--- config.mk ---
export PLATFORM = sky130hd
export DESIGN_NAME = ram_client_port_flat
export DESIGN_NICKNAME = d
export VERILOG_FILES = /design/src/rtl/ram_client_port_if.sv /design/src/rtl/ram_client_port.sv /design/src/flat_wrapper.sv
export SDC_FILE = /design/constraint.sdc
export NUM_CORES = 1
export LEC_CHECK = 0
export ABC_AREA = 0
export CAP_MARGIN = 15
export CORE_MARGIN = 2
export CORE_UTILIZATION = 39
export CTS_BUF_LIST = sky130_fd_sc_hd__clkbuf_8
export CTS_CLUSTER_SIZE = 25
export DETAILED_ROUTE_END_ITERATION = 8
export GPL_TIMING_DRIVEN = 0
export PLACE_DENSITY = 0.82
export SYNTH_ARGS = -nofsm -noshare
export SYNTH_HDL_FRONTEND = slang
export SYNTH_SLANG_ARGS = --single-unit
--- constraint.sdc ---
create_clock -name clk -period 2.78 [get_ports clk]
set_input_delay 0.278 -clock clk [delete_from_list [all_inputs] [get_ports clk]]
set_output_delay 0.278 -clock clk [all_outputs]
set_load 0.02 [all_outputs]
--- src/rtl/ram_client_port_if.sv ---
// Ram_if: single-port synchronous RAM bus. The client drives the request side
// and samples data_r one cycle after a read strobe.
`timescale 1ns/1ps
interface Ram_if #(
   parameter int unsigned ADDR_WIDTH = 10,
   parameter int unsigned DATA_WIDTH = 32
);
   localparam int unsigned BE_W = DATA_WIDTH / 8;

   logic [ADDR_WIDTH-1:0] addr;
   logic                  en;
   logic                  we;
   logic [BE_W-1:0]       be;
   logic [DATA_WIDTH-1:0] data_w;
   logic [DATA_WIDTH-1:0] data_r;

   modport client (output addr, en, we, be, data_w, input data_r);
   modport memory (input addr, en, we, be, data_w, output data_r);
endinterface

--- src/rtl/ram_client_port.sv ---
// ram_client_port: request/response front end for a synchronous-read RAM.
// Requests pass straight through to the memory port in the accept cycle. Read
// data returns one cycle later and is captured into a small response FIFO.
// Credits (buffered + in-flight reads) bound acceptance so a capture can never
// overflow the FIFO.
`timescale 1ns/1ps
module ram_client_port #(
   parameter int unsigned ADDR_WIDTH = 10,
   parameter int unsigned DATA_WIDTH = 32,
   parameter int unsigned RESP_DEPTH = 2
) (
   input  logic                    clk,
   input  logic                    resetb,
   input  logic                    req_valid,
   output logic                    req_ready,
   input  logic                    req_we,
   input  logic [DATA_WIDTH/8-1:0] req_be,
   input  logic [ADDR_WIDTH-1:0]   req_addr,
   input  logic [DATA_WIDTH-1:0]   req_wdata,
   output logic                    resp_valid,
   input  logic                    resp_ready,
   output logic [DATA_WIDTH-1:0]   resp_rdata,
   output logic                    busy,
   Ram_if.client                   intf
);
   localparam int unsigned BE_W  = DATA_WIDTH / 8;
   localparam int unsigned PTR_W = $clog2(RESP_DEPTH);
   localparam int unsigned CNT_W = PTR_W + 1;
   localparam logic [CNT_W:0] DEPTH_C = (CNT_W + 1)'(RESP_DEPTH);

   logic [DATA_WIDTH-1:0] fifo_mem [RESP_DEPTH];
   logic [PTR_W-1:0]      wr_ptr_q, wr_ptr_d;
   logic [PTR_W-1:0]      rd_ptr_q, rd_ptr_d;
   logic [CNT_W-1:0]      count_q, count_d;
   logic                  inflight_q, inflight_d;

   logic                  accept;
   logic                  push;
   logic                  pop;
   logic [CNT_W:0]        credits_used;

   // Credits count only registered state so req_ready never depends on inputs.
   assign credits_used = {1'b0, count_q} + {{CNT_W{1'b0}}, inflight_q};
   assign req_ready    = credits_used < DEPTH_C;
   assign accept       = req_valid && req_ready;

   // Data from a read issued last cycle is on data_r now.
   assign push = inflight_q;
   assign pop  = resp_valid && resp_ready;

   assign resp_valid = count_q != '0;
   assign resp_rdata = fifo_mem[rd_ptr_q];
   assign busy       = inflight_q || resp_valid;

   // Memory port: combinational pass-through of the accepted request.
   assign intf.en     = accept;
   assign intf.we     = accept && req_we;
   assign intf.be     = (accept && req_we) ? req_be : {BE_W{1'b0}};
   assign intf.addr   = req_addr;
   assign intf.data_w = req_wdata;

   // Next-state for the in-flight flag, FIFO pointers and occupancy.
   always_comb begin
      inflight_d = accept && !req_we;
      wr_ptr_d   = push ? wr_ptr_q + PTR_W'(1) : wr_ptr_q;
      rd_ptr_d   = pop ? rd_ptr_q + PTR_W'(1) : rd_ptr_q;
      count_d    = count_q;
      case ({push, pop})
         2'b10:   count_d = count_q + CNT_W'(1);
         2'b01:   count_d = count_q - CNT_W'(1);
         default: count_d = count_q;
      endcase
   end

   // Control state; reset discards any in-flight read and buffered responses.
   always_ff @(posedge clk or negedge resetb) begin
      if (!resetb) begin
         inflight_q <= 1'b0;
         wr_ptr_q   <= '0;
         rd_ptr_q   <= '0;
         count_q    <= '0;
      end else begin
         inflight_q <= inflight_d;
         wr_ptr_q   <= wr_ptr_d;
         rd_ptr_q   <= rd_ptr_d;
         count_q    <= count_d;
      end
   end

   // FIFO storage is not reset; contents are only visible behind resp_valid.
   always_ff @(posedge clk) begin
      if (push) begin
         fifo_mem[wr_ptr_q] <= intf.data_r;
      end
   end
endmodule

--- src/flat_wrapper.sv ---
// flat-port wrapper written by rule: the top's interface ports become plain ports
module ram_client_port_flat 
#(
   parameter int unsigned ADDR_WIDTH = 10,
   parameter int unsigned DATA_WIDTH = 32,
   parameter int unsigned RESP_DEPTH = 2
)
  (clk, resetb, req_valid, req_ready, req_we, req_be, req_addr, req_wdata, resp_valid, resp_ready, resp_rdata, busy, intf_addr, intf_en, intf_we, intf_be, intf_data_w, intf_data_r);
  Ram_if #(.ADDR_WIDTH(ADDR_WIDTH), .DATA_WIDTH(DATA_WIDTH)) intf_i ();
  input  logic clk;
  input  logic resetb;
  input  logic req_valid;
  output logic req_ready;
  input  logic req_we;
  input  logic [DATA_WIDTH/8-1:0] req_be;
  input  logic [ADDR_WIDTH-1:0] req_addr;
  input  logic [DATA_WIDTH-1:0] req_wdata;
  output logic resp_valid;
  input  logic resp_ready;
  output logic [DATA_WIDTH-1:0] resp_rdata;
  output logic busy;
  output wire logic [$bits(intf_i.addr)-1:0] intf_addr;
  output wire logic [$bits(intf_i.en)-1:0] intf_en;
  output wire logic [$bits(intf_i.we)-1:0] intf_we;
  output wire logic [$bits(intf_i.be)-1:0] intf_be;
  output wire logic [$bits(intf_i.data_w)-1:0] intf_data_w;
  input wire logic [$bits(intf_i.data_r)-1:0] intf_data_r;
  assign intf_addr = intf_i.addr;
  assign intf_en = intf_i.en;
  assign intf_we = intf_i.we;
  assign intf_be = intf_i.be;
  assign intf_data_w = intf_i.data_w;
  assign intf_i.data_r = intf_data_r;
  ram_client_port #(.ADDR_WIDTH(ADDR_WIDTH), .DATA_WIDTH(DATA_WIDTH), .RESP_DEPTH(RESP_DEPTH)) u_core (.clk(clk), .resetb(resetb), .req_valid(req_valid), .req_ready(req_ready), .req_we(req_we), .req_be(req_be), .req_addr(req_addr), .req_wdata(req_wdata), .resp_valid(resp_valid), .resp_ready(resp_ready), .resp_rdata(resp_rdata), .busy(busy), .intf(intf_i));
endmodule
## Yosys cells after proc, flatten, opt, wreduce, memory -nomap -nowiden

Memories as Yosys holds them, arrays and structs flattened.
Index checks and enable logic that the tools add are counted.
Widths: inputs -> output; s select.

- Input bits: 83
- Register bits: 5
- Output and inout bits: 83
- Memories: 1
- Bits in writable memories: 64

- Magnitude comparators: 1
- Reduce and logical (&&, ||, !) cells: 8
- Mux-type cells: 4
- $add $sub $neg: 5
- Equality and inequality tests: 2

Memory list:

| memory | depth | bits a word | read ports | clocked after Yosys merged registers in | write ports | line | RTL |
|---|---|---|---|---|---|---|---|
| u_core.fifo_mem | 2 | 32 | 1 | 0 | 1 | ram_client_port.sv:31 | `logic [DATA_WIDTH-1:0] fifo_mem [RESP_DEPTH];` |

Operators with widths:

| kind | count |
|---|---|
| $logic_and 1x1->1 | 4 |
| $mux 4 | 1 |
| $pmux 2 s2 | 1 |
| $reduce_bool 2->1 | 2 |
| $add 2x1->3 | 1 |
| $lt 3x2->1 const B | 1 |
| $add 1x1->1 const B | 2 |
| $add 2x1->2 const B | 1 |
| $eq 2x1->1 const B | 1 |
| $eq 2x2->1 const B | 1 |
| $mux 1 | 2 |
| $sub 2x1->2 const B | 1 |
| $logic_not 1->1 | 1 |
| $logic_or 1x1->1 | 1 |

## Longest topological paths before layout

- Depth after elaboration: 5
- Mapped depth: 6
- Depth with buffers taken out: 6

## Worst setup path after synthesis

No wires, ideal clock.

- Path type: reg2reg
- Start: register u_core.inflight_q
- End: memory u_core.fifo_mem[0][0], enable pin
- Required time: 2.359 ns
- Setup time: 0.421 ns
- Slack: 0.508 ns
- Period minus slack after synthesis: 2.272 ns
- Cell stages (with the launch flop): 3
- Arrival time: 1.851 ns
- Cells stage by stage: dfrtp_1 inv_1 nor2_1

- Word-level cells in the longest chain between the ends: 2

RTL lines:

| item | line | RTL |
|---|---|---|
| from (decl) | ram_client_port.sv:35 | `logic inflight_q, inflight_d;` |
| from (signal assigned) | ram_client_port.sv:83 | `inflight_q <= inflight_d;` |
| $mux 1 | ram_client_port.sv:92 | `if (push) begin` |
| $mux 1 (not written as such) | ram_client_port.sv:93 | `fifo_mem[wr_ptr_q] <= intf.data_r;` |
| to (decl) | ram_client_port.sv:31 |  |

Every way passes these cells.

## Worst setup path after layout

- Start: register u_core.rd_ptr_q
- End: output port resp_rdata[10]

- Word-level cells in the longest chain between the ends: 1

RTL lines:

| item | line | RTL |
|---|---|---|
| from (decl) | ram_client_port.sv:33 | `logic [PTR_W-1:0] rd_ptr_q, rd_ptr_d;` |
| from (signal assigned) | ram_client_port.sv:85 | `rd_ptr_q <= rd_ptr_d;` |
| $mem_v2 2x32 | n/a |  |
| to (decl) | flat_wrapper.sv:20 | `output logic [DATA_WIDTH-1:0] resp_rdata;` |

Every way passes these cells.

==> results.sh <==
export IMPL_power_density_nw_per_um2=788
export IMPL_yosysTopAreaCell="edfxtp_1"
export IMPL_cts_hold_fix_buffers=0
export IMPL_grt_use_total_pct=14.1
export IMPL_end_kind="primary output"
export IMPL_worstPathArrival_ns=2.00
export IMPL_peakVddDrop_mv=0.498
export IMPL_hold_class="primary input to asynchronous set/reset pin"
export IMPL_max_cap_violations=0
export IMPL_use_met1_pct=14.3
export IMPL_synth_area_leaders="edfxtp_1 66%, mux2_2 12%, buf_4 11%"
export IMPL_place_congestion=0.724
export IMPL_postCtsResizedCells=0
export IMPL_grt_pass1_vias=1925
export IMPL_dp_slack_ns=0.570
export IMPL_slew_headroom_pct=46.2
export IMPL_post_place_cells=392
export IMPL_grt_busiest_layer="met2"
export IMPL_place_port_buffers=123
export IMPL_met2_usage_pct=26.2
export IMPL_die_x_um=90.2
export IMPL_slew_viol_final=0
export IMPL_ys_seq_area_share_pct=70.7
export IMPL_cts_tree="yes"
export IMPL_post_cts_buffers=0
export IMPL_grt_first_pass_wirelength_um=8900
export IMPL_drtIter0Drc=58
export IMPL_dr_pass1_iters=4
export IMPL_wl_um=5820
export IMPL_use_met3_pct=4.95
export IMPL_antenna_left=0
export IMPL_grt_overflow_total=0
export IMPL_htree_levels=3
export IMPL_worst_slack_ns=0.499
export IMPL_diodes=0
export IMPL_antenna_found_initial=0
export IMPL_grt_start_max_net_pins=33
export IMPL_core_area_um2=7210
export IMPL_die_area_um2=8130
export IMPL_via_count=1812
export IMPL_viasPerCell=4.44
export IMPL_synth_area_per_cell_um2=17.1
export IMPL_n_fill_cell=564
export IMPL_dpl_hpwl_um=4350
export IMPL_pin_count=166
export IMPL_start_kind="register"
export IMPL_skew_ns=0.00599
export IMPL_path_clk_slew_ns=0.07
export IMPL_finalSetupTns_ns=0
export IMPL_synth_top_cell_area_share_pct=66.3
export IMPL_period_share_pct=82.1
export IMPL_finalCriticalPeriod_ns=2.28
export IMPL_cts_root_buffer="clkbuf_8"
export IMPL_start_util_pct=40.1
export IMPL_core_rowCount=31
export IMPL_fin_nets=388
export IMPL_p_leak_nw=1.66
export IMPL_synth_nets=253
export IMPL_cp_max_fo=10
export IMPL_rsz0062_at_grt="no"
export IMPL_clk_latency_ns=0.33
export IMPL_synthCells=169
export IMPL_synth_cell_types=17
export IMPL_post_drt_wl_per_cell_um=14.3
export IMPL_drc=0
export IMPL_synth_seq_cells=69
export IMPL_area_growth_pct=55.2
export IMPL_numCtsBuffers=9
export IMPL_tightest_slew_ns=0.806
export IMPL_ys_warn_count=0
export IMPL_crit_type="register to primary output"
export IMPL_hold_violations=0
export IMPL_finalSetupViolCount=0
export IMPL_drive_gt1_share_pct=30.4
export IMPL_fmax_ghz=0.438
export IMPL_required_ns=2.50
export IMPL_cts_buffer_depth=2
export IMPL_syn_area_um2=2900
export IMPL_final_cells=408
export IMPL_fp_dieH_um=90.2
export IMPL_status="finished, final reports clean"
export IMPL_clock_sinks=69
area by class of cell:
| type | count | area [um2] | area share [%] |
|---|---|---|---|
| clock inverter | 7 | 82.6 | 1.84 |
| inverter | 2 | 7.51 | 0.167 |
| buffer | 46 | 338 | 7.52 |
| timing repair buffer | 124 | 1260 | 28.0 |
| multi-input combinational | 52 | 513 | 11.4 |
| tap | 99 | 124 | 2.76 |
| sequential | 69 | 2050 | 45.5 |
| clock buffer | 9 | 124 | 2.76 |
worst max-delay path, cell delays in order (launching register included):
cell,delay (ns)
dfrtp_1,0.32
buf_2,0.16
buf_2,0.28
mux2_2,0.38
clkdlybuf4s50_1,0.54
metrics by stage:
stage          power, mW  util, %  hold slack (ns)  cell area [um2]
4_1_cts             3.59     62.3            0.151             4490
3_3_place_gp        2.71     58.9            0.471             4250
6_report            3.54     62.3            0.166             4490
5_1_grt             3.71     62.3            0.167             4490
3_5_place_dp        2.75     59.4            0.516             4290
2_1_floorplan       2.13        -          -0.0176             2900
layout by cell type (no fill, tap or decap), types with 3 or more instances in the layout:
cell / count
buf_4: 43
clkbuf_8: 9
clkdlybuf4s50_1: 123
inv_1: 4
dfrtp_1: 5
buf_2: 3
mux2_2: 32
edfxtp_1: 64
xor2_1: 3
and3_1: 4
registers in the layout (all words and copies together), names as in the netlist:
signal and cells:
u_core.fifo_mem 64, u_core.count_q 2, u_core.inflight_q 1, u_core.rd_ptr_q 1, u_core.wr_ptr_q 1
cell families after synthesis:
kind of cell	share of synthesized area (%)
DFF	70.7
buffers and inverters	11.9
muxes	12.4
and+or+nand+nor	2.42
xor gates and xnor gates	1.51
AOI/OAI and AO/OA	0.605
adders and majority gates	0.432
cell usage after synthesis:
cell / instances
inv_1: 2
a21oi_1: 1
and2_1: 3
edfxtp_1: 64
xor2_1: 3
a211oi_2: 1
mux2_2: 32
buf_2: 3
and3_1: 4
buf_4: 43
nor2_1: 2
ha_1: 1
nor2b_1: 1
or3_1: 1
dfrtp_1: 5
xnor2_1: 2
or2_1: 1
path summary, 6_finish.rpt:
path,depth (start not counted),to,from,slack [ns]
worst min-delay path,1,u_core.wr_ptr_q$_DFFE_PN0P_,resetb,0.17
min in group clk,1,u_core.fifo_mem[0][16]$_DFFE_PP_,intf_data_r[16],0.53
worst min register to register,1,u_core.count_q[1]$_DFFE_PN0P_,u_core.count_q[1]$_DFFE_PN0P_,0.56
max in group asynchronous,1,u_core.rd_ptr_q$_DFFE_PN0P_,resetb,2.42
worst max-delay path,4,resp_rdata[10],u_core.rd_ptr_q$_DFFE_PN0P_,0.50
worst max register to register,5,u_core.count_q[1]$_DFFE_PN0P_,u_core.count_q[0]$_DFFE_PN0P_,1.20
routing by layer:
| metal | vias up | routed length (um) | share of wire (%) |
|---|---|---|---|
| li1 | 844 | - | - |
| met1 | 863 | 2130 | 37 |
| met2 | 96 | 3160 | 54 |
| met3 | 9 | 433 | 7.4 |
| met4 | 0 | 89 | 1.5 |
| met5 | - | 0 | 0 |
report_power, final:
group	switching (mW)	internal (mW)	total, mW
Sequential	0.0602	1.28	1.34
Combinational	0.641	0.729	1.37
Clock	0.343	0.493	0.835
Total	1.04	2.50	3.54
No activity file was read; power rests on OpenSTA's default activity.
==> RTL change (same settings) <==
Reset style: synchronous (`resetb`), changed in one clocked block.
--- a/src/rtl/ram_client_port.sv
+++ b/src/rtl/ram_client_port.sv
@@ -73,7 +73,7 @@
    end
 
    // Control state; reset discards any in-flight read and buffered responses.
-   always_ff @(posedge clk or negedge resetb) begin
+   always_ff @(posedge clk) begin
       if (!resetb) begin
          inflight_q <= 1'b0;
          wr_ptr_q   <= '0;
Behaviour: differs if resetb is asserted again (counterexample within 4 cycles, from zero or initial values and one cycle with resetb low); with resetb held inactive, the same outputs for 10 cycles.
==> RTL change against the original RTL <==
  * Area after synthesis rose by 1.6%
  * Sequential cell count grew 1
  * Design area barely moved
  * Wire length grew 0.31%
  * Register-to-register slack gained 40 ps
  * Highest routed layer unchanged
  * Power is 27% lower
  * Die area increased by 1.5%
  * Setup slack got worse by 24 ps
==> RTL change: results (changes against the original RTL) <==
Critical path
  • Arr. time, crit path: 2030 ps (+30 ps)
  • FF-to-FF Start: u_core.count_q[0]$_SDFFE_PN0P_
  • Worst path slowest cell: clkdlybuf4s50_1
  • CP delay by family, top: buffers and inverters
  • Setup slack, reg-to-reg: 1240 ps (+40 ps)

Route
  • Avg Vias per Cell: 4.42 (-0.44%)
  • Met3 wire length: 459 microns (+6.0%)
  • Final wirelength: 5840 microns (+0.31%)
  • Met2 wire length: 3140 microns (-0.85%)
  • Vias: 1835 (+1.3%)
  • DRT iter0 DRCs: 41 (-29%)
  • Met1 WL: 2210 microns (+3.4%)

Synthesis
  • Count of unique library cells instantiated by Yosys: 23 (+6)
  • Post-synth net total: 260 (+2.8%)
  • Synth Area in Adders: 0.425% (-0.0066 points)
  • Dominant cells by area after synthesis: edfxtp_1, buf_4, mux2_2
  • Compound-Gate Fraction of Synth Area: 1.11% (+0.50 points)
  • Fraction of registers with async set/reset: 0% (-7.2 points)
  • Seq/Total Area, Yosys: 69.4% (-1.3 points)
  • Commonest cells in the netlist: edfxtp_1, buf_4, mux2_2
  • Post-synthesis mux area share: 12.3% (-0.19 points)
  • Syn avg cell area: 16.7 sq um (-2.5%)

Timing
  • Tcrit/Tclk final: 82.9% (+0.87 points)
  • Worst slew pin tran: 814 ps (+7.02 ps)
  • Setup Skew: 8.08 ps (+2.09 ps)
  • Minimum hold slack: 525 ps (+359 ps)

Clock tree
  • Clock Tree Buf Depth: 2 (unchanged)

Global route
  • Vias in the first global route: 1967 (+2.2%)
  • Grt met2 use: 25.6% (-0.63 points)
  • First-pass GRT wire length: 9030 microns (+1.5%)
  • Grt met1 use: 14.7% (+0.39 points)
  • Total track usage: 14.0% (-0.14 points)
  • GR Layer Usage met3: 5.09% (+0.15 points)

Power
  • Psw: 0.677 mW (-35%)
  • LEAKAGE: 1.62 nW (-2.7%)
  • Clock-net power: 0.669 mW (-20%)
  • P_comb: 0.703 mW (-49%)
  • Worst vdd ir: 0.309 mV (-38%)
  • Power share of the clock group: 26.0% (+2.4 points)

Hold path
  • Hold Crit Class: in -> reg
  • Worst hold stages: 1

Layout
  • # fillers: 579 (+2.7%)
  • Share of cells above drive strength 1: 30.4% (-0.041 points)
  • FF+latch area: 0.00204 sq mm (-0.24%)

Place
  • HPWL after DPL: 4270 microns (-2.0%)
  • Gpl congestion: 0.689 (-4.8%)
  • Placed Cells: 399 (+1.8%)
  • Post-Place Worst Slack: 719 ps (+149 ps)
  • DP Area: 0.00433 sq mm (+1.1%)

Run status
  • Status: finished clean
==> RTL change: cell count changes in the layout (fill, tap and decap cells not counted), sizes merged, moves of 3 or more <==
cell   before  now
dfxtp       0    6
dfrtp       5    0
and3        4    0
and2        3    6
inv         4    1
xor2        3    0
==> RTL change: cell type report <==
| class | count | share of cell area [%] |
|---|---|---|
| multi-input cells | 58 | 12.3 |
| clock inverters | 7 | 0.918 |
| inverters | 1 | 0.0834 |
| repair buffers | 124 | 28.0 |
| well taps | 99 | 2.75 |
| plain buffers | 47 | 7.84 |
| clock buffers | 9 | 2.75 |
| flip-flops and latches | 70 | 45.4 |
==> RTL change: final timing paths <==
check                                                        to
worst max-delay path                             resp_rdata[31]
worst min-delay path            u_core.fifo_mem[0][0]$_DFFE_PP_
worst min register to register                         register
worst max register to register   u_core.count_q[1]$_SDFFE_PN0P_
==> RTL change: worst reg2reg max path: cells and delay by family (launching register included) <==
kind	cells	cell delay, ps
simple gates	1	370
compound gates	2	330
fa+ha+maj	1	330
buf+inv	1	130
flops	1	310
